File: src/rtl/mixer_pkg.sv
// mixer_pkg: shared sizing, clipping and range helpers for the mixer and formatter blocks
//   sum_w    : full-precision width of an n_ch-input sum of in_w-bit samples
//   max_val  : largest signed value representable in w bits
//   min_val  : smallest signed value representable in w bits
//   sat_clip : clamp a signed value into w bits, flagging when clamping occurred
package mixer_pkg;
  typedef struct packed {
    logic signed [31:0] val;
    logic               clip;
  } clip_t;
  function automatic int sum_w(input int n_ch, input int in_w);
    return in_w + $clog2(n_ch);
  endfunction
  function automatic logic signed [31:0] max_val(input int w);
    return (32'sd1 <<< (w - 1)) - 32'sd1;
  endfunction
  function automatic logic signed [31:0] min_val(input int w);
    return -(32'sd1 <<< (w - 1));
  endfunction
  function automatic clip_t sat_clip(input logic signed [31:0] v, input int w);
    clip_t c;
    c.clip = (v > max_val(w)) || (v < min_val(w));
    c.val  = v > max_val(w) ? max_val(w) : v < min_val(w) ? min_val(w) : v;
    return c;
  endfunction
endpackage

File: src/rtl/mixer_adder_tree.sv
// mixer_adder_tree: combinational signed sum of N_CH operands of SUM_W bits
//   ops : packed operands, operand k at [k*SUM_W +: SUM_W]
//   sum : signed total; SUM_W already covers growth so it cannot overflow
module mixer_adder_tree #(
  parameter int N_CH  = 4,
  parameter int SUM_W = 10
) (
  input  logic [N_CH*SUM_W-1:0]  ops,
  output logic signed [SUM_W-1:0] sum
);
  always_comb begin
    sum = '0;
    for (int k = 0; k < N_CH; k++) sum = sum + $signed(ops[k*SUM_W +: SUM_W]);
  end
endmodule

File: src/rtl/signal_mixer.sv
// signal_mixer: N-channel signed mixer with mute, averaging, saturation and a 2-stage valid/ready pipeline
//   clk, rst_n           : clock, asynchronous active-low reset
//   in_data/in_valid/in_ready, mute, avg_en : input sample handshake with per-sample controls
//   out_data/out_valid/out_ready            : saturated output handshake
//   sat_flag, clr_sat    : sticky clip indicator and its synchronous clear (set wins)
module signal_mixer
  import mixer_pkg::*;
#(
  parameter int N_CH  = 4,
  parameter int IN_W  = 8,
  parameter int OUT_W = 9
) (
  input  logic                   clk,
  input  logic                   rst_n,
  input  logic [N_CH*IN_W-1:0]   in_data,
  input  logic                   in_valid,
  output logic                   in_ready,
  input  logic [N_CH-1:0]        mute,
  input  logic                   avg_en,
  output logic [OUT_W-1:0]       out_data,
  output logic                   out_valid,
  input  logic                   out_ready,
  output logic                   sat_flag,
  input  logic                   clr_sat
);
  localparam int SUM_W = sum_w(N_CH, IN_W);
  localparam int LOG_N = $clog2(N_CH);
  logic [N_CH*SUM_W-1:0]   s1_data_q, s1_data_d;
  logic                    s1_avg_q, s1_avg_d, s1_valid_q, s1_valid_d;
  logic [OUT_W-1:0]        out_data_q, out_data_d;
  logic                    out_valid_q, out_valid_d, sat_q, sat_d;
  logic                    s1_adv, acc, s2_load;
  logic signed [SUM_W-1:0] sum, r;
  clip_t                   c;
  mixer_adder_tree #(.N_CH(N_CH), .SUM_W(SUM_W)) u_tree (.ops(s1_data_q), .sum(sum));
  always_comb begin
    s1_adv   = !out_valid_q || out_ready;
    in_ready = !s1_valid_q || s1_adv;
    acc      = in_valid && in_ready;
    s2_load  = s1_valid_q && s1_adv;
    s1_data_d = s1_data_q;
    for (int k = 0; k < N_CH; k++)
      if (acc) s1_data_d[k*SUM_W +: SUM_W] = mute[k] ? '0 : SUM_W'($signed(in_data[k*IN_W +: IN_W]));
    s1_avg_d    = acc ? avg_en : s1_avg_q;
    s1_valid_d  = acc || (s1_valid_q && !s1_adv);
    r           = s1_avg_q ? sum >>> LOG_N : sum;
    c           = sat_clip(32'(r), OUT_W);
    out_data_d  = s2_load ? OUT_W'(c.val) : out_data_q;
    out_valid_d = s2_load || (out_valid_q && !out_ready);
    sat_d       = (s2_load && c.clip) || (sat_q && !clr_sat);
  end
  always_ff @(posedge clk or negedge rst_n) begin
    if (!rst_n) begin
      s1_data_q   <= '0;
      s1_avg_q    <= 1'b0;
      s1_valid_q  <= 1'b0;
      out_data_q  <= '0;
      out_valid_q <= 1'b0;
      sat_q       <= 1'b0;
    end else begin
      s1_data_q   <= s1_data_d;
      s1_avg_q    <= s1_avg_d;
      s1_valid_q  <= s1_valid_d;
      out_data_q  <= out_data_d;
      out_valid_q <= out_valid_d;
      sat_q       <= sat_d;
    end
  end
  assign out_data  = out_data_q;
  assign out_valid = out_valid_q;
  assign sat_flag  = sat_q;
endmodule

File: config.mk
export PLATFORM = sky130hd
export DESIGN_NAME = signal_mixer
export DESIGN_NICKNAME = d
export VERILOG_FILES = /design/src/rtl/mixer_pkg.sv /design/src/rtl/mixer_adder_tree.sv /design/src/rtl/signal_mixer.sv
export SDC_FILE = /design/constraint.sdc
export NUM_CORES = 1
export LEC_CHECK = 0
export BUFFER_PORTS_ARGS = -buffer_cell sky130_fd_sc_hd__buf_2
export CAP_MARGIN = 30
export CELL_PAD_IN_SITES_DETAIL_PLACEMENT = 1
export CELL_PAD_IN_SITES_GLOBAL_PLACEMENT = 1
export CORE_MARGIN = 2
export CORE_UTILIZATION = 46
export CTS_CLUSTER_SIZE = 40
export DETAILED_ROUTE_END_ITERATION = 8
export GPL_TIMING_DRIVEN = 0
export PLACE_DENSITY = 0.9
export SYNTH_ARGS = -nofsm -noshare
export SYNTH_HDL_FRONTEND = slang
export SYNTH_SLANG_ARGS = --single-unit
File: constraint.sdc
create_clock -name clk -period 8.13 [get_ports clk]
set_clock_uncertainty 0.05 [all_clocks]
set_input_delay 0 -clock clk [delete_from_list [all_inputs] [get_ports clk]]
set_output_delay 0 -clock clk [all_outputs]
set_load 0.05 [all_outputs]
# Yosys cells after proc, flatten, opt, wreduce, memory -nomap -nowiden
# Index checks and enable logic that the tools add are counted.
# op_classes
n_addsub	3
n_lt_le_gt_ge	2
mux	7
n_reduce_logical	17
# op_table
cell	count
two-way mux 10 bit	4
adder 10 bit	3
two-way mux 9 bit	3
> comparator 10 x 9 -> 1 bit (second input constant)	1
less-than comparator 10 x 9 -> 1 bit (second input constant)	1
logical AND 1 bit	6
logical OR 1 bit	6
logical NOT 1 bit	5
# word_totals
register_bits	53
in_bits	42
output_inout_bits	12
elab_cells	35

# Longest topological paths before layout
# Gate-level depths: netlist of the first run.
# logic_depth
ltp_word	8
depth_mapped	13
mapped_depth_nobuf	12

# Cells and area by module
# Synthesis of the first run repeated with hierarchy kept, for this count alone.
# hier_totals
hier_cells	272
area_unflattened_um2	3128.0
# by_module_without_submodules
mod	instances	cells_each	area_each_um2	seq_area_each_um2
signal_mixer	1	166	2238.4	1126.1
mixer_adder_tree	1	106	889.6	0.0

# Least setup slack after synthesis of the first run
# OpenSTA, ideal clock, no wires.
# synth_timing
path_kind	register -> register
from	register s1_data_q[1]
to	register out_data_q[0], in the netlist out_data[0]
setup_time_ns	0.104
arrival_time_ns	3.331
required_ns	7.976
slack_ns	4.646
stages_incl_launch_ff	13
n_path_buf	0
synth_period_minus_slack_ns	3.484
path_cell_list	dfrtp_1 > inv_1 > fa_1 > inv_1 > fa_1 > ha_1 > fa_1 > a211oi_4 > o31ai_2 > or4_4 > nand3_4 > nor2_4 > a221oi_1
# synth_between
elab_chain_len	7
word_cells_on_any_way	8
classes_between	add/sub: 3; order compare: 2; mux: 3
# synth_rtl
element	line	source
start: declaration	signal_mixer.sv:28	logic [N_CH*SUM_W-1:0] s1_data_q, s1_data_d;
start signal: assignment	signal_mixer.sv:61	s1_data_q <= s1_data_d;
adder 10 bit (*) (3 in series)	mixer_adder_tree.sv:13	for (int k = 0; k < N_CH; k++) sum = sum + $signed(ops[k*SUM_W +: SUM_W]);
two-way mux 9 bit	signal_mixer.sv:46	r = s1_avg_q ? sum >>> LOG_N : sum;
less-than comparator 10 x 9 -> 1 bit	mixer_pkg.sv:23	c.val = v > max_val(w) ? max_val(w) : v < min_val(w) ? min_val(w) : v;
two-way mux 9 bit	mixer_pkg.sv:23	
two-way mux 9 bit (*)	mixer_pkg.sv:23	
end signal: assignment	signal_mixer.sv:64	out_data_q <= out_data_d;
end: declaration	signal_mixer.sv:30	logic [OUT_W-1:0] out_data_q, out_data_d;
# Mark *: on every way between the ends. The rest lies on a longest branch, timed or not.
# A chain may end at the register's enable or synchronous reset.

# Worst setup path after layout of the first run
# layout_timing
from	register s1_data_q[11]
to	register out_data_q[0], in the netlist out_data[0]
# Same word-level chain as after synthesis.

==> results_dict.tcl, run 1 <==
set metrics [dict create \
    layout-drive-gt1-share_pct 19.3 \
    slew_headroom_pct 64.4 \
    synth_warnings 0 \
    drtPass1Iterations 4 \
    synthArstFlopShare_pct 100 \
    leakage_nw 1.79 \
    grt_pass1_wl_mm 14.3 \
    rsz0062_at_grt "no" \
    peakVddDrop_uv 199 \
    placed_area_um2 3310 \
    critical_path_class "register to register" \
    reg2reg_to "out_data[0]" \
    grt_usage_pct 25.5 \
    wire_per_inst_um 17.1 \
    p_sw_share_pct 47.3 \
    cp_data_arrival_time_ns 3.97 \
    holdPathStages 3 \
    worstSetupStartpointType "register" \
    clock_sinks 45 \
    synth_common_cells "dfrtp_1 (45), inv_1 (43), nand2_1 (39)" \
    drt-vias-per-instance 5.25 \
    netlist.area_leader.share_pct 38.5 \
    die-area_um2 7010 \
    end_kind "register" \
    nNetsFinal 476 \
    num_io_pins 54 \
    area_growth_pct 29.5 \
    max_freq_ghz 0.263 \
    period_share_pct 46.9 \
    remaining_drc_errors 0 \
    synth-main-ff-cell "dfrtp_1" \
    power.density_nw_per_um2 280 \
    yosys_register_bits 45 \
    fin_cells 486 \
    clk_pin_slew_ns 0.09 \
    syn_inst 308 \
    intPower_mw 0.559 \
    grt_pass1_vias 2977 \
    worst_slack_ns 4.32 \
    period_needed_ns 3.81 \
    grt_overflow_total 0 \
    via_count 2550 \
    p_switching_mw 0.501 \
    dp_cells 439 \
    ys_types 48 \
    p_clk_share_pct 13.9 \
    start_util_pct 46.9 \
    yosysTopAreaCell "dfrtp_1" \
    place_hpwl_mm 5.86 \
    htree_levels 2 \
    port_buffers 53 \
    pre_cts_slack_ns 4.37 \
    p_total_mw 1.06 \
    p_seq_share_pct 27.6 \
    synth_edf_count 0 \
    diodes 0 \
    timing.rr.start "s1_data_q[11]" \
    hold_viol 0 \
    seq_area_frac_synth_pct 38.5 \
    hp-start "mute[1]" \
    min_delay_worst_endpoint "s1_data_q[11]" \
    cts_buffer_depth 2 \
    cts_resized 0 \
    clock_tree.root_cell "clkbuf_8" \
    r2r_setup_slack_ns 4.32 \
    cts_tree "built" \
    status "completed" \
    tns_ns 0 \
    wl_mm 8.30 \
    yosysMostFrequentCell "dfrtp_1" \
    grt_max_degree 36 \
    reg2regPathDepth 12 \
    clock_latency_ns 0.31 \
    drt_iter0_drc 90 \
    cp_data_required_time_ns 8.29 \
    design.core.area_um2 6240 \
    postSynthAreaPerCell_um2 9.49 \
    die_y_um 83.7 \
    critPathMaxFanout 8 \
    synth_area_leaders "dfrtp_1 (39%), fa_1 (12%), nand2b_1 (8.1%)" \
    fin_area_um2 3790 \
    antenna_found_initial 0 \
    cts_buffers 5 \
    place.gp.congestion 0.813 \
    syn-cell-area_um2 2920 \
    syn_nets 376 \
    pwr-share-comb_pct 58.5 \
    ant_nets 0 \
    slew_violations 0 \
    maxCapViolCount 0 \
    die_w_um 83.7 \
    num_rows 29 \
    hp-class "primary input to register" \
    worstMarginPinSlew_ns 0.534 \
    final-setup-viol-count 0 \
]
==> area by class of cell <==
type                       instances  area [um2]
inverter                          43         161
buffer                            11        43.8
tap                               77        96.3
timing repair buffer              93         676
clock buffer                       5        68.8
sequential                        45        1130
clock inverter                     3        21.3
fill                             729        2450
multi-input combinational        209        1590
==> sequential cells by signal (all words and copies together), names as in the netlist <==
register    cells
s1_valid_q      1
s1_avg_q        1
s1_data_q      32
sat_flag        1
out_data        9
out_valid       1
==> power groups by stage <==
stage / Clock, mW / Sequential, mW / Combinational, mW
2_1_floorplan: 0 / 0.377 / 0.377
3_3_place_gp: 0 / 0.293 / 0.563
3_5_place_dp: 0 / 0.298 / 0.598
4_1_cts: 0.148 / 0.294 / 0.620
5_1_grt: 0.157 / 0.300 / 0.683
6_report: 0.147 / 0.293 / 0.620
==> cells by family (layout without fill, tap and decap cells) <==
group           count (synthesis)  after routing  synth area share, %
mux                             6              6                 2.14
flops                          45             45                 38.5
fa+ha+maj                      26             26                 15.5
xor+xnor                        8              8                 2.65
simple gates                  104            104                 18.5
buf+inv                        54            155                 7.02
compound gates                 65             65                 15.7
==> worst max-delay path, stage by stage (launching register included) <==
cell and delay (ns):
dfrtp_1 0.41, inv_1 0.08, fa_1 0.50, inv_1 0.06, fa_1 0.48, ha_1 0.26
fa_1 0.47, a211oi_4 0.31, o31ai_2 0.14, or4_4 0.45, nand3_4 0.16, nor2_4 0.07
a221oi_1 0.28
==> timing repair <==
action / CTS / global route
hold endpoints to repair: 81 / 0
hold buffers: 39 / 0
setup buffers: 0 / 0
==> cell usage in the layout, fill, tap and decap left out, types with 2 or more instances in the layout <==
cell type      netlist  layout
buf_2                2      55
dfrtp_1             45      45
inv_1               43      43
nand2_1             39      39
dlygate4sd3_1        0      39
nand2b_1            38      38
o21ai_0             34      34
fa_1                17      17
nor2_1              11      11
ha_1                 9       9
clkbuf_1             8       8
xor2_1               6       6
clkbuf_8             0       5
nand3_1              4       4
mux2i_1              4       4
a221oi_1             4       4
o21bai_1             4       4
o211ai_1             3       3
nand3b_1             2       2
and2_1               2       2
nor3_1               2       2
mux2_2               2       2
a211oi_1             2       2
==> worst max path at each step <==
stage	from	to	slack (ns)	depth (start not counted)
2_1_floorplan	s1_data_q[1]	out_data[0]	4.65	12
3_3_place_gp	s1_data_q[1]	out_data[0]	4.50	12
3_5_place_dp	s1_data_q[11]	out_data[0]	4.37	12
4_1_cts	s1_data_q[11]	out_data[0]	4.34	12
5_1_grt	s1_data_q[11]	out_data[3]	4.17	12
6_report	s1_data_q[11]	out_data[0]	4.32	12
==> per-stage QoR <==
stage          utilization (%)  hold WS [ns]
3_3_place_gp              52.6         0.158
3_5_place_dp              53.0        -0.150
6_report                  60.7        0.0193
2_1_floorplan                -        -0.346
5_1_grt                   60.7        0.0400
4_1_cts                   60.7        0.0108
==> metal layers <==
metal | vias to the layer above | part of all wire, % | global-route usage, %
met4 | 0 | 1.4 | 6.30
met1 | 1269 | 40 | 29.0
met2 | 65 | 55 | 49.6
met3 | 12 | 3.3 | 3.76
li1 | 1204 | - | -
met5 | - | 0 | 0
No activity file was read; power rests on OpenSTA's default activity.
==> run 2: changes to the inputs <==
--- a/config.mk
+++ b/config.mk
@@ -5,16 +5,17 @@
 export SDC_FILE = /design/constraint.sdc
 export NUM_CORES = 1
 export LEC_CHECK = 0
+export ABC_AREA = 1
 export BUFFER_PORTS_ARGS = -buffer_cell sky130_fd_sc_hd__buf_2
 export CAP_MARGIN = 30
 export CELL_PAD_IN_SITES_DETAIL_PLACEMENT = 1
 export CELL_PAD_IN_SITES_GLOBAL_PLACEMENT = 1
 export CORE_MARGIN = 2
-export CORE_UTILIZATION = 46
+export CORE_UTILIZATION = 41
 export CTS_CLUSTER_SIZE = 40
 export DETAILED_ROUTE_END_ITERATION = 8
 export GPL_TIMING_DRIVEN = 0
-export PLACE_DENSITY = 0.9
+export PLACE_DENSITY = 0.85
 export SYNTH_ARGS = -nofsm -noshare
 export SYNTH_HDL_FRONTEND = slang
 export SYNTH_SLANG_ARGS = --single-unit
==> constraint.sdc (replaced) <==
create_clock -name clk -period 3.6 [get_ports clk]
set_clock_uncertainty 0.05 [all_clocks]
set_input_delay 0 -clock clk [delete_from_list [all_inputs] [get_ports clk]]
set_output_delay 0 -clock clk [all_outputs]
set_load 0.05 [all_outputs]
==> run 2 against run 1 <==
Non-clock buffer count down 4. Register-to-register slack worse by 3.9 ns. Worst hold slack better by 0.081 ns. Synthesized cell count up 11%. Via count up 3.8%.
==> results_dict.tcl, run 2 <==
set metrics [dict create \
    status "completed" \
    cp_data_required_time_ns 3.74 \
    cts_hold_buf 38 \
    p_switching_mw 1.12 \
    design.core.area_um2 6720 \
    cts_buffers 5 \
    port_buffers 53 \
    clock_latency_ns 0.30 \
    die_w_um 87.1 \
    yosysTopAreaCell "dfrtp_1" \
    fin_util_pct 54.9 \
    netlist.area_leader.share_pct 39.8 \
    max_stage_delay_ns 0.55 \
    cts_resized 0 \
    wire_per_inst_um 16.5 \
    timing.rr.start "s1_data_q[1]" \
    clock_sinks 45 \
    period_share_pct 89.2 \
    postSynthAreaPerCell_um2 8.25 \
    p_seq_share_pct 27.8 \
    syn-cell-area_um2 2830 \
    crit_chain "inv_1 > fa_1 > inv_1 > fa_1 > ha_1 > fa_1 > nand2_1 > nand2_1 > nand3_2 > nand2_2 > nand2_1 > nand2_1 > nand3_1 > nand2_1 > nor2_1 > nor2_1" \
    rsz0062_at_grt "no" \
    final-setup-viol-count 0 \
    hold_viol 0 \
    placed_area_um2 3220 \
    synth_warnings 0 \
    top_register "s1_data_q" \
    critPathMaxFanout 3 \
    slew_headroom_pct 68.0 \
    min_delay_worst_endpoint "s1_data_q[0]" \
    p_clk_share_pct 14.5 \
    leakage_nw 1.92 \
    p_sw_share_pct 48.1 \
    area_growth_pct 30.2 \
    clock_tree.root_cell "clkbuf_8" \
    synth_common_cells "nand2_1 (77), inv_1 (65), dfrtp_1 (45)" \
    drt_iter0_drc 45 \
    reg2regPathDepth 16 \
    die-area_um2 7580 \
    synthArstFlopShare_pct 100 \
    end_kind "register" \
    cts_buffer_depth 2 \
    synth_area_leaders "dfrtp_1 (40%), fa_1 (12%), nand2_1 (10%)" \
    num_rows 30 \
    start_util_pct 42.1 \
    antenna_found_initial 0 \
    critical_path_class "register to register" \
    crit_family "adder cells" \
    die_y_um 87.1 \
    syn_inst 343 \
    cts_tree "built" \
    nNetsFinal 510 \
    largest_reg_flops 32 \
    num_io_pins 54 \
    reg2reg_to "out_data[2]" \
    hp-start "mute[0]" \
    cp_data_arrival_time_ns 3.36 \
    synth-main-ff-cell "dfrtp_1" \
    via_count 2646 \
    place.gp.congestion 0.802 \
    holdPathStages 4 \
    grt_pass1_wl_mm 14.7 \
    drtPass1Iterations 4 \
    cpMostUsedCell "nand2_1" \
    yosysMostFrequentCell "nand2_1" \
    grt_pass1_vias 3045 \
    tns_ns 0 \
    grt_max_degree 28 \
    ant_nets 0 \
    htree_levels 2 \
    fin_area_um2 3690 \
    fillers 822 \
    place_hpwl_mm 5.71 \
    grt_overflow_total 0 \
    worstSetupStartpointType "register" \
    hp-class "primary input to register" \
    maxCapViolCount 0 \
    slew_violations 0 \
    final_cell_mix "nand2_1 (77), inv_1 (65), buf_2 (54)" \
    period_needed_ns 3.21 \
    grt_usage_pct 25.1 \
    intPower_mw 1.21 \
    synth_edf_count 0 \
    yosys_register_bits 45 \
    cts_setup_buffers 0 \
    r2r_setup_slack_ns 0.39 \
    p_total_mw 2.33 \
    remaining_drc_errors 0 \
    drt-vias-per-instance 5.07 \
    worstMarginPinSlew_ns 0.480 \
    diodes 0 \
    power.density_nw_per_um2 631 \
    peakVddDrop_uv 202 \
    clk_pin_slew_ns 0.09 \
    cp.buffers_inverters 2 \
    seq_area_frac_synth_pct 39.8 \
    ys_types 25 \
    syn_nets 411 \
    layout-drive-gt1-share_pct 19.9 \
    pwr-share-comb_pct 57.7 \
    critPathSlowestCell "fa_1" \
    wl_mm 8.63 \
    max_freq_ghz 0.311 \
    final_common_cell "nand2_1" \
    hold_ws_ns 0.0999 \
]
## run 2: changes by cell type in the layout (fill, tap and decap cells not counted), moves of 5 or more
| cell | before | now |
|---|---|---|
| nand3_2 | 0 | 5 |
| clkbuf_1 | 8 | 3 |
| nand2_1 | 39 | 77 |
| nand2_2 | 1 | 8 |
| inv_1 | 43 | 65 |
| xor2_1 | 6 | 0 |
| nand2b_1 | 38 | 0 |
| a21oi_1 | 1 | 8 |
| nand3_1 | 4 | 38 |
## run 2: tightest hold or removal path, cell delays in order
cell and delay [ns]:
buf_2 0.09, inv_1 0.16, nand2_1 0.10, o21ai_0 0.07
## run 2: layout make-up
| type | instances | area (um2) | share of cell area [%] |
|---|---|---|---|
| buffer | 8 | 50.0 | 1.36 |
| clock buffer | 6 | 82.6 | 2.24 |
| clock inverter | 1 | 7.51 | 0.204 |
| inverter | 66 | 248 | 6.72 |
| multi-input combinational | 224 | 1410 | 38.2 |
| sequential | 45 | 1130 | 30.5 |
| tap | 80 | 100 | 2.72 |
| timing repair buffer | 92 | 666 | 18.1 |
## run 2: power by group through the flow
stage / Clock (mW) / Combinational, mW / Sequential [mW]
2_1_floorplan: 0 / 0.804 / 0.840
6_report: 0.337 / 1.34 / 0.647
3_3_place_gp: 0 / 1.24 / 0.649
5_1_grt: 0.357 / 1.52 / 0.657
3_5_place_dp: 0 / 1.29 / 0.659
4_1_cts: 0.340 / 1.34 / 0.649
## run 2: cells by family (layout without fill, tap and decap cells)
family	Yosys count	after routing	share of synthesized area, %
compound gates	47	47	9.11
simple gates	149	149	24.0
xor+xnor	2	2	0.619
buf+inv	74	173	10.5
fa+ha+maj	26	26	16.0
flops	45	45	39.8
## run 2: worst max path at each step
stage	depth (start not counted)	slack, ns	from	to
after floorplan	13	0.73	s1_data_q[1]	out_data[3]
after global placement	16	0.54	s1_data_q[1]	out_data[2]
after detailed placement	16	0.45	s1_data_q[1]	out_data[2]
after CTS	16	0.42	s1_data_q[1]	out_data[2]
after global routing	15	0.21	s1_data_q[1]	out_data[0]
final	16	0.39	s1_data_q[1]	out_data[2]
## run 2: routing by layer
layer	track usage (%)	wire length, um	vias to the layer above
met1	29.7	3650	1304
met4	8.24	137	0
met5	0	0	-
li1	-	-	1253
met3	3.70	351	14
met2	46.1	4490	75
## run 2: through the flow
step	cells	setup WS, ns
3_3_place_gp	476	0.538
2_1_floorplan	343	0.733
5_1_grt	522	0.208
3_5_place_dp	477	0.453
6_report	522	0.389
4_1_cts	522	0.417
